$ cat src/rtl/wb_arbiter_pkg.sv
// Shared types for the two-master Wishbone arbiter.
package wb_arbiter_pkg;

  localparam int ARB_NUM_MASTERS = 2;

  typedef enum logic [1:0] {
    ARB_IDLE = 2'd0,
    ARB_OWN0 = 2'd1,
    ARB_OWN1 = 2'd2
  } arb_state_t;

  // One-hot grant vector for a given owner state.
  function automatic logic [ARB_NUM_MASTERS-1:0] arb_gnt(input arb_state_t st);
    case (st)
      ARB_OWN0: return 2'b01;
      ARB_OWN1: return 2'b10;
      default:  return 2'b00;
    endcase
  endfunction

endpackage

$ cat src/rtl/wb_arbiter_if.sv
// One Wishbone classic link; master drives the request side, slave the termination side.
interface wb_arbiter_if #(
  parameter int ADDR_W = 16,
  parameter int DATA_W = 16
);
  logic              cyc;
  logic              stb;
  logic              we;
  logic [ADDR_W-1:0] adr;
  logic [DATA_W-1:0] dat_w;
  logic [DATA_W-1:0] dat_r;
  logic              ack;
  logic              err;

  modport master (output cyc, stb, we, adr, dat_w, input dat_r, ack, err);
  modport slave  (input cyc, stb, we, adr, dat_w, output dat_r, ack, err);
endinterface

$ cat src/rtl/wb_arb_watchdog.sv
// Stall watchdog: counts un-terminated STB cycles and pulses o_timeout once TIMEOUT is reached.
module wb_arb_watchdog #(
  parameter int TIMEOUT = 255
) (
  input  logic clk,
  input  logic reset,
  input  logic i_active,
  input  logic i_stb,
  input  logic i_term,
  output logic o_timeout
);

  localparam int CNT_W = $clog2(TIMEOUT + 1);

  if (TIMEOUT < 2) begin : g_bad_timeout
    $error("wb_arb_watchdog: TIMEOUT must be at least 2");
  end

  logic [CNT_W-1:0] r_cnt;
  logic             w_hit;

  assign w_hit = (r_cnt == CNT_W'(TIMEOUT));
  // A slave termination in the timeout cycle takes priority over the forced error.
  assign o_timeout = i_active & i_stb & ~i_term & w_hit;

  always_ff @(posedge clk) begin
    if (reset) begin
      r_cnt <= '0;
    end else if (!i_active || !i_stb || i_term || w_hit) begin
      r_cnt <= '0;
    end else begin
      r_cnt <= r_cnt + CNT_W'(1);
    end
  end

endmodule

$ cat src/rtl/wb_arbiter.sv
// Round-robin two-master Wishbone classic arbiter; the owner keeps the bus for its whole CYC.
//   state    | meaning
//   ARB_IDLE | no owner, slave side quiet, arbitration happens here
//   ARB_OWN0 | master 0 owns the slave bus
//   ARB_OWN1 | master 1 owns the slave bus
module wb_arbiter
  import wb_arbiter_pkg::*;
#(
  parameter int ADDR_W  = 16,
  parameter int DATA_W  = 16,
  parameter int TIMEOUT = 255
) (
  input  logic                       clk,
  input  logic                       reset,
  wb_arbiter_if.slave                m0,
  wb_arbiter_if.slave                m1,
  wb_arbiter_if.master               s,
  output logic [ARB_NUM_MASTERS-1:0] gnt
);

  arb_state_t r_state;
  arb_state_t w_state_nxt;
  logic       r_ptr;       // 0 favours m0, 1 favours m1
  logic       w_ptr_nxt;
  logic       w_active;
  logic       w_stb;
  logic       w_term;
  logic       w_timeout;

  always_ff @(posedge clk) begin
    if (reset) begin
      r_state <= ARB_IDLE;
      r_ptr   <= 1'b0;
    end else begin
      r_state <= w_state_nxt;
      r_ptr   <= w_ptr_nxt;
    end
  end

  always_comb begin
    w_state_nxt = r_state;
    w_ptr_nxt   = r_ptr;
    case (r_state)
      ARB_IDLE: begin
        if (m0.cyc && (!m1.cyc || !r_ptr)) begin
          w_state_nxt = ARB_OWN0;
          w_ptr_nxt   = 1'b1;
        end else if (m1.cyc) begin
          w_state_nxt = ARB_OWN1;
          w_ptr_nxt   = 1'b0;
        end
      end
      ARB_OWN0: if (!m0.cyc) w_state_nxt = ARB_IDLE;
      ARB_OWN1: if (!m1.cyc) w_state_nxt = ARB_IDLE;
      default:  w_state_nxt = ARB_IDLE;
    endcase
  end

  assign w_active = (r_state != ARB_IDLE);
  assign w_stb    = (r_state == ARB_OWN0) ? m0.stb :
                    (r_state == ARB_OWN1) ? m1.stb : 1'b0;
  assign w_term   = s.ack | s.err;

  wb_arb_watchdog #(
    .TIMEOUT (TIMEOUT)
  ) u_watchdog (
    .clk       (clk),
    .reset     (reset),
    .i_active  (w_active),
    .i_stb     (w_stb),
    .i_term    (w_term),
    .o_timeout (w_timeout)
  );

  always_comb begin
    s.cyc    = 1'b0;
    s.stb    = 1'b0;
    s.we     = 1'b0;
    s.adr    = {ADDR_W{1'b0}};
    s.dat_w  = {DATA_W{1'b0}};
    m0.ack   = 1'b0;
    m0.err   = 1'b0;
    m0.dat_r = {DATA_W{1'b0}};
    m1.ack   = 1'b0;
    m1.err   = 1'b0;
    m1.dat_r = {DATA_W{1'b0}};
    case (r_state)
      ARB_OWN0: begin
        s.cyc    = m0.cyc;
        s.stb    = m0.stb & ~w_timeout;
        s.we     = m0.we;
        s.adr    = m0.adr;
        s.dat_w  = m0.dat_w;
        m0.ack   = s.ack;
        m0.err   = s.err | w_timeout;
        m0.dat_r = s.dat_r;
      end
      ARB_OWN1: begin
        s.cyc    = m1.cyc;
        s.stb    = m1.stb & ~w_timeout;
        s.we     = m1.we;
        s.adr    = m1.adr;
        s.dat_w  = m1.dat_w;
        m1.ack   = s.ack;
        m1.err   = s.err | w_timeout;
        m1.dat_r = s.dat_r;
      end
      default: ;
    endcase
  end

  assign gnt = arb_gnt(r_state);

endmodule
$ cat src/flat_wrapper.sv
// flat-port wrapper written by rule: the top's interface ports become plain ports
module wb_arbiter_flat import wb_arbiter_pkg::*;
#(
  parameter int ADDR_W  = 16,
  parameter int DATA_W  = 16,
  parameter int TIMEOUT = 255
)
  (clk, reset, gnt, m0_cyc, m0_stb, m0_we, m0_adr, m0_dat_w, m0_dat_r, m0_ack, m0_err, m1_cyc, m1_stb, m1_we, m1_adr, m1_dat_w, m1_dat_r, m1_ack, m1_err, s_cyc, s_stb, s_we, s_adr, s_dat_w, s_dat_r, s_ack, s_err);
  wb_arbiter_if #(.ADDR_W(ADDR_W), .DATA_W(DATA_W)) m0_i ();
  wb_arbiter_if #(.ADDR_W(ADDR_W), .DATA_W(DATA_W)) m1_i ();
  wb_arbiter_if #(.ADDR_W(ADDR_W), .DATA_W(DATA_W)) s_i ();
  input  logic clk;
  input  logic reset;
  output logic [ARB_NUM_MASTERS-1:0] gnt;
  input wire logic [$bits(m0_i.cyc)-1:0] m0_cyc;
  input wire logic [$bits(m0_i.stb)-1:0] m0_stb;
  input wire logic [$bits(m0_i.we)-1:0] m0_we;
  input wire logic [$bits(m0_i.adr)-1:0] m0_adr;
  input wire logic [$bits(m0_i.dat_w)-1:0] m0_dat_w;
  output wire logic [$bits(m0_i.dat_r)-1:0] m0_dat_r;
  output wire logic [$bits(m0_i.ack)-1:0] m0_ack;
  output wire logic [$bits(m0_i.err)-1:0] m0_err;
  input wire logic [$bits(m1_i.cyc)-1:0] m1_cyc;
  input wire logic [$bits(m1_i.stb)-1:0] m1_stb;
  input wire logic [$bits(m1_i.we)-1:0] m1_we;
  input wire logic [$bits(m1_i.adr)-1:0] m1_adr;
  input wire logic [$bits(m1_i.dat_w)-1:0] m1_dat_w;
  output wire logic [$bits(m1_i.dat_r)-1:0] m1_dat_r;
  output wire logic [$bits(m1_i.ack)-1:0] m1_ack;
  output wire logic [$bits(m1_i.err)-1:0] m1_err;
  output wire logic [$bits(s_i.cyc)-1:0] s_cyc;
  output wire logic [$bits(s_i.stb)-1:0] s_stb;
  output wire logic [$bits(s_i.we)-1:0] s_we;
  output wire logic [$bits(s_i.adr)-1:0] s_adr;
  output wire logic [$bits(s_i.dat_w)-1:0] s_dat_w;
  input wire logic [$bits(s_i.dat_r)-1:0] s_dat_r;
  input wire logic [$bits(s_i.ack)-1:0] s_ack;
  input wire logic [$bits(s_i.err)-1:0] s_err;
  assign m0_i.cyc = m0_cyc;
  assign m0_i.stb = m0_stb;
  assign m0_i.we = m0_we;
  assign m0_i.adr = m0_adr;
  assign m0_i.dat_w = m0_dat_w;
  assign m0_dat_r = m0_i.dat_r;
  assign m0_ack = m0_i.ack;
  assign m0_err = m0_i.err;
  assign m1_i.cyc = m1_cyc;
  assign m1_i.stb = m1_stb;
  assign m1_i.we = m1_we;
  assign m1_i.adr = m1_adr;
  assign m1_i.dat_w = m1_dat_w;
  assign m1_dat_r = m1_i.dat_r;
  assign m1_ack = m1_i.ack;
  assign m1_err = m1_i.err;
  assign s_cyc = s_i.cyc;
  assign s_stb = s_i.stb;
  assign s_we = s_i.we;
  assign s_adr = s_i.adr;
  assign s_dat_w = s_i.dat_w;
  assign s_i.dat_r = s_dat_r;
  assign s_i.ack = s_ack;
  assign s_i.err = s_err;
  wb_arbiter #(.ADDR_W(ADDR_W), .DATA_W(DATA_W), .TIMEOUT(TIMEOUT)) u_core (.clk(clk), .reset(reset), .m0(m0_i), .m1(m1_i), .s(s_i), .gnt(gnt));
endmodule
$ cat config.mk
export PLATFORM = sky130hd
export DESIGN_NAME = wb_arbiter_flat
export DESIGN_NICKNAME = d
export VERILOG_FILES = /design/src/rtl/wb_arbiter_pkg.sv /design/src/rtl/wb_arbiter_if.sv /design/src/rtl/wb_arb_watchdog.sv /design/src/rtl/wb_arbiter.sv /design/src/flat_wrapper.sv
export SDC_FILE = /design/constraint.sdc
export NUM_CORES = 1
export LEC_CHECK = 0
export CAP_MARGIN = 20
export CORE_UTILIZATION = 24
export DETAILED_ROUTE_END_ITERATION = 8
export HOLD_SLACK_MARGIN = 0.06
export PLACE_DENSITY_LB_ADDON = 0.05
export RECOVER_POWER = 50
export SLEW_MARGIN = 30
export SYNTH_ARGS = -nofsm -noshare
export SYNTH_HDL_FRONTEND = slang
export SYNTH_HIERARCHICAL = 1
export SYNTH_SLANG_ARGS = --single-unit
$ cat constraint.sdc
create_clock -name clk -period 2.09 [get_ports clk]
set_clock_uncertainty 0.05 [all_clocks]
set_input_delay 0.418 -clock clk [delete_from_list [all_inputs] [get_ports clk]]
set_output_delay 0.418 -clock clk [all_outputs]
set_load 0.01 [all_outputs]
==> results.sh, run 1 <==
export IMPL_wl_um=8130
export IMPL_violations="setup timing"
export IMPL_mappedNetlistArea_um2=1370
export IMPL_nets=495
export IMPL_fill_cells=438
export IMPL_initial_core_util_pct=24.8
export IMPL_slew_viol_final=0
export IMPL_r2r_end="u_core/u_watchdog/r_cnt[7]"
export IMPL_io_pins=163
export IMPL_peakVddDrop_mv=0.319
export IMPL_fin_cells=470
export IMPL_internal_power_uw=1020
export IMPL_setup_viol=24
export IMPL_cts_inserted_buffers=3
export IMPL_clk_pin_slew_worst_paths_ns=0.05
export IMPL_crit_fanout=2
export IMPL_layout_commonest_cell="clkdlybuf4s50_1"
export IMPL_cellPowerDensity_nw_per_um2=376
export IMPL_final_layout_size_suffix_gt1_share_pct=44.0
export IMPL_drt_iter0_markers=47
export IMPL_cts_tree="done"
export IMPL_p_seq_share_pct=15.1
export IMPL_yosys_area_top_type="a22oi_1"
export IMPL_p_leak_uw=0.00188
export IMPL_layout_min_cycle_time_ns=2.25
export IMPL_grt_pass1_wl_um=11800
export IMPL_final_area_um2=4010
export IMPL_combPwrFrac_pct=70.4
export IMPL_rr_worst_depth=10
export IMPL_synth_top_area_share_pct=18.1
export IMPL_seq_area_frac_synth_pct=16.1
export IMPL_syn2layout_area_growth_pct=193
export IMPL_cp_end_kind="output pin"
export IMPL_overflow=0
export IMPL_rrSetupSlack_ns=0.45
export IMPL_required_ns=1.62
export IMPL_multiInputGateArea_um2=1400
export IMPL_die_h_um=77.5
export IMPL_antenna_found_initial=0
export IMPL_seqCellArea_um2=228
export IMPL_synth_avg_cell_area_um2=7.24
export IMPL_cts_buffer_depth=2
export IMPL_synth_seq_cells=11
export IMPL_cp_start_kind="input pin"
export IMPL_critPathKind="in -> out"
export IMPL_layout_common_cells="clkdlybuf4s50_1, buf_2, buf_6, and2_1, a22oi_2"
export IMPL_place_congestion=0.842
export IMPL_ctsHoldBuffers=0
export IMPL_synthTopCellsByArea="a22oi_1, dfxtp_1, and2_1"
export IMPL_rsz0062_at_grt="true"
export IMPL_cap_violations=0
export IMPL_grt_pass1_vias=2103
export IMPL_power_uw=1510
export IMPL_drc_errors=0
export IMPL_worstPathArrival_ns=1.79
export IMPL_postRouteAntennaNets=0
export IMPL_async_flop_share_pct=0
export IMPL_grt_usage_pct=25.4
export IMPL_clock_sinks=11
export IMPL_syn_num_nets=285
export IMPL_startpoint="s_err"
export IMPL_timing_hold_worst_class="reg -> reg"
export IMPL_worst_slack_ns=-0.164
export IMPL_viasPerCell=4.77
export IMPL_outcome="complete, but fails checks"
export IMPL_synth_distinct_cells=36
export IMPL_fmax_mhz=444
export IMPL_clk_latency_ns=0.24
export IMPL_rows=27
export IMPL_pwr_share_clk_pct=14.6
export IMPL_worstSetupEndpoint="m1_err"
export IMPL_die_area_um2=6000
export IMPL_fp_coreArea_um2=5510
export IMPL_switching_share_pct=32.5
export IMPL_root_buffer="clkbuf_8"
export IMPL_port_buffers=162
export IMPL_antenna_cells=0
export IMPL_syn_inst=189
export IMPL_dpl_cell_area_um2=3320
export IMPL_hold_violations=0
export IMPL_worst_slew_pin_slew_ns=0.263
export IMPL_die_w_um=77.5
export IMPL_grt_max_degree=21
export IMPL_routedWlPerCell_um=17.3
export IMPL_ctsHtreeMaxLevel=1
export IMPL_drt_pass1_iterations=4
export IMPL_dp_cells=443
export IMPL_slew_headroom_pct=82.4
export IMPL_dp_hpwl_um=5560
export IMPL_p_sw_uw=490
export IMPL_synth_warnings=6
export IMPL_synth_edf_count=0
export IMPL_num_vias=2240
export IMPL_fin_crit_sh_pct=108
export IMPL_reg2reg_from="u_core/r_state[1]"
export IMPL_ys_flop_type="dfxtp_1"
## critical path, stage by stage
cell,delay [ns]
clkdlybuf4s50_1,0.42
or2_4,0.27
nor4_4,0.29
buf_4,0.16
o21a_1,0.10
buf_2,0.12
## logic make-up (layout without fill, tap and decap cells)
group | Yosys count | after routing | share of synthesized area [%]
AOI/OAI and AO/OA | 53 | 53 | 27.6
adders and majority gates | 6 | 6 | 5.49
and+or+nand+nor | 95 | 95 | 42.4
muxes | 1 | 1 | 0.732
buffers and inverters | 21 | 230 | 6.40
xor gates and xnor gates | 2 | 2 | 1.28
DFF | 11 | 11 | 16.1
## worst min-delay path by stage
stage / from / endpoint / slack, ns / cells after the start
after floorplan: u_core/u_watchdog/r_cnt[0] / u_core/u_watchdog/r_cnt[0] / 0.39 / 1
after global placement: u_core/r_ptr / u_core/r_ptr / 0.43 / 2
after detailed placement: u_core/r_ptr / u_core/r_ptr / 0.44 / 2
after CTS: u_core/r_ptr / u_core/r_ptr / 0.45 / 2
after global routing: u_core/u_watchdog/r_cnt[6] / u_core/u_watchdog/r_cnt[6] / 0.50 / 2
final: u_core/r_ptr / u_core/r_ptr / 0.44 / 2
## through the flow
step	worst slack [ns]	setup TNS (ns)	hold slack (ns)	util, %
4_1_cts	-0.179	-1.99	0.446	68.8
3_5_place_dp	-0.787	-10.28	0.436	60.2
3_3_place_gp	-0.791	-9.21	0.428	60.2
6_report	-0.164	-1.09	0.443	72.8
2_1_floorplan	0.0469	0	0.391	-
5_1_grt	-0.255	-2.85	0.502	72.8
## sequential cells by signal (all words and copies together) (netlist names)
name / cells
u_core/r_ptr: 1
u_core/r_state: 2
u_core/u_watchdog/r_cnt: 8
## synthesized netlist by cell type, drive strengths merged, types with 2 or more instances
cell type  count
inv            7
nand2b         2
nor2           4
buf            6
ha             6
and2          35
clkbuf         8
a21oi          6
nand2          7
dfxtp         11
or3            3
nor2b         33
nor3b          2
nand4          2
o21ai          5
a22oi         33
o21a           2
xnor2          2
nand3          2
## layout make-up
cell class	count	share of cell area [%]
Timing Repair Buffer	219	55.3
Multi-Input combinational cell	157	34.9
Sequential cell	11	5.68
Tap cell	72	2.25
Clock buffer	4	1.12
Inverter	7	0.780
## layer usage
layer	global-route usage, %	vias to the layer above	wire length, um
met2	44.4	106	4120
met3	6.59	12	560
met4	6.60	0	168
li1	-	1094	-
met1	30.5	1028	3270
met5	0	-	0
## power groups by stage
stage	sequential, uW	clock [uW]	combinational (uW)
2_1_floorplan	225	0	268
3_3_place_gp	226	0	714
3_5_place_dp	227	0	716
4_1_cts	226	226	985
5_1_grt	228	237	1110
6_report	227	220	1060
## timing repair
action	4_1_cts	5_1_grt
cloned	7	2
setup buffers	15	6
setup endpoints to repair	72	57
pin swaps	15	27
gates resized for setup	277	69
No activity file was read; power rests on OpenSTA's default activity.
==> run 2: changes to the inputs <==
CELL_PAD_IN_SITES_DETAIL_PLACEMENT = 1   (was default)
CELL_PAD_IN_SITES_GLOBAL_PLACEMENT = 2   (was default)
CORE_UTILIZATION = 10   (was 24)
==> run 2 against run 1 <==
The flow still finishes with violations (setup timing). Combinational power about the same. Worst setup slack worse by 0.042 ns. Critical endpoint unchanged. Sequential share of layout area down 0.18 points. Highest routed layer unchanged. First-iteration DRC count down 13%. Count of clock-buffer cells in the layout unchanged. Critical path depth up 4. Die area up 140%. Clock power up 67%.
==> results.sh, run 2 (synthesized netlist as in run 1, its figures left out) <==
export IMPL_outcome="complete, but fails checks"
export IMPL_violations="setup timing"
export IMPL_syn2layout_area_growth_pct=203
export IMPL_hold_end="u_core/r_ptr"
export IMPL_fmax_mhz=436
export IMPL_largest_register="u_core/u_watchdog/r_cnt"
export IMPL_fin_cells=573
export IMPL_reg2reg_from="u_core/r_state[0]"
export IMPL_p_leak_uw=0.00164
export IMPL_required_ns=1.62
export IMPL_layout_commonest_cell="clkdlybuf4s50_1"
export IMPL_die_w_um=119
export IMPL_drt_pass1_iterations=4
export IMPL_ctsHtreeMaxLevel=1
export IMPL_antenna_found_initial=0
export IMPL_setup_viol=27
export IMPL_cellPowerDensity_nw_per_um2=404
export IMPL_rsz0062_at_grt="true"
export IMPL_hold_depth=2
export IMPL_place_congestion=0.693
export IMPL_slew_viol_final=0
export IMPL_clk_pin_slew_worst_paths_ns=0.05
export IMPL_dr_max_layer_used="met4"
export IMPL_ctsHoldBuffers=0
export IMPL_die_h_um=119
export IMPL_worstPathCellList="inv_4 > ha_4 > nand2_4 > o21ai_4 > nand2_2 > nor4_4 > buf_4 > buf_6 > o21a_1 > buf_2"
export IMPL_cts_inserted_buffers=3
export IMPL_met1_length_um=4030
export IMPL_slowest_stage="dfxtp_4"
export IMPL_biggestRegsByFlops="u_core/u_watchdog/r_cnt x8, u_core/r_state x2, u_core/r_ptr x1"
export IMPL_rr_worst_depth=7
export IMPL_path_buf_inv=4
export IMPL_layout_common_cells="clkdlybuf4s50_1, and2_1, buf_4, buf_6, buf_2"
export IMPL_r2r_end="u_core/r_state[0]"
export IMPL_hold_violations=0
export IMPL_root_buffer="clkbuf_16"
export IMPL_nets=494
export IMPL_holdWs_ns=0.443
export IMPL_layout_min_cycle_time_ns=2.30
export IMPL_num_vias=2226
export IMPL_crit_fanout=4
export IMPL_grt_pass1_vias=2276
export IMPL_antenna_cells=0
export IMPL_dp_hpwl_um=6260
export IMPL_slew_headroom_pct=80.7
export IMPL_cp_start_kind="register"
export IMPL_final_layout_size_suffix_gt1_share_pct=38.8
export IMPL_drt_iter0_markers=41
export IMPL_postRouteAntennaNets=0
export IMPL_cts_tree="done"
export IMPL_io_pins=163
export IMPL_timing_hold_worst_class="reg -> reg"
export IMPL_holdCritStartpoint="u_core/r_ptr"
export IMPL_initial_core_util_pct=10.3
export IMPL_worstPathArrival_ns=1.83
export IMPL_cp_top_family="buffers and inverters"
export IMPL_fin_crit_sh_pct=110
export IMPL_worst_slew_pin_slew_ns=0.289
export IMPL_grt_max_degree=21
export IMPL_drc_errors=0
export IMPL_grt_usage_pct=12.2
export IMPL_cap_violations=0
export IMPL_cp_end_kind="output pin"
export IMPL_dr_wl_met2_um=4570
export IMPL_viasPerCell=3.88
export IMPL_clk_latency_ns=0.24
export IMPL_critPathKind="reg -> out"
export IMPL_peakVddDrop_mv=0.229
export IMPL_rows=42
export IMPL_wl_um=9140
export IMPL_rrSetupSlack_ns=0.33
export IMPL_largest_reg_flops=8
export IMPL_port_buffers=162
export IMPL_worst_slack_ns=-0.206
export IMPL_dp_cells=546
export IMPL_cts_buffer_depth=2
export IMPL_wl_met3_um=444
export IMPL_overflow=0
export IMPL_fill_cells=1548
export IMPL_clock_sinks=11
export IMPL_routedWlPerCell_um=16.0
export IMPL_grt_pass1_wl_um=13400
export IMPL_slowest_delay_ns=0.36
export IMPL_fp_coreArea_um2=13300
export IMPL_die_area_um2=14100
==> run 2: cell count changes in the layout (fill, tap and decap cells not counted), moves of 5 or more <==
cell             delta
and2_4              -7
dlymetal6s2s_1     -13
nor2b_4             +8
buf_6               -6
buf_4               +7
buf_12              -5
clkbuf_16           +5
dlygate4sd2_1       +8
clkdlybuf4s50_1    +16
buf_2               -7
and2_1              +6
==> run 2: worst max path at each step <==
stage	from	endpoint	slack (ns)	cells after the start
after detailed placement	m1_stb	m0_err	-0.72	7
after floorplan	u_core/r_state[0]	m0_err	0.05	8
final	u_core/r_state[0]	m1_err	-0.21	10
after global routing	u_core/r_state[0]	m1_err	-0.30	10
after CTS	u_core/r_state[0]	m1_err	-0.22	10
after global placement	m1_stb	m0_err	-0.71	7
==> run 2: layout make-up <==
type / instances / area (um^2) / area share (%)
multi-input combinational: 157 / 1400 / 33.9
sequential: 11 / 228 / 5.50
tap: 176 / 220 / 5.32
inverter: 7 / 33.8 / 0.816
clock buffer: 4 / 78.8 / 1.90
timing repair buffer: 218 / 2170 / 52.5
==> run 2: power by group <==
part / internal [uW] / switching (uW) / leakage (uW)
sequential: 217 / 9.94 / 0.0000905
combinational: 673 / 405 / 0.00151
clock: 258 / 110 / 0.0000382
total: 1150 / 525 / 0.00164
==> run 2: layer usage <==
| metal | track usage (%) | vias to the layer above |
|---|---|---|
| li1 | - | 1089 |
| met1 | 14.9 | 1039 |
| met2 | 22.3 | 91 |
| met3 | 1.72 | 7 |
| met4 | 2.77 | 0 |
| met5 | 0 | - |
==> run 2: metrics by stage <==
step / area (um^2) / setup TNS [ns] / worst slack (ns) / util (%) / total power, uW
final: 4140 / -3.38 / -0.206 / 31.1 / 1670
after global routing: 4140 / -5.97 / -0.300 / 31.1 / 1770
after CTS: 3680 / -4.08 / -0.223 / 27.7 / 1520
after detailed placement: 3450 / -10.39 / -0.721 / 26.0 / 977
after global placement: 3450 / -9.52 / -0.711 / 26.0 / 981
after floorplan: 1380 / 0 / 0.0469 / - / 493
==> run 2: timing repair <==
action / 4_1_cts / 5_1_grt
endpoints found under the hold margin: 0 / 0
pin swaps: 10 / 25
setup buffers: 9 / 4
cloned: 5 / 5
setup endpoints to repair: 72 / 54
gates resized for setup: 210 / 70
==> run 2: tightest hold or removal path, cell delays in order, from the launching register on <==
cell     delay [ns]
dfxtp_1        0.33
nand2_1        0.06
a21oi_1        0.05
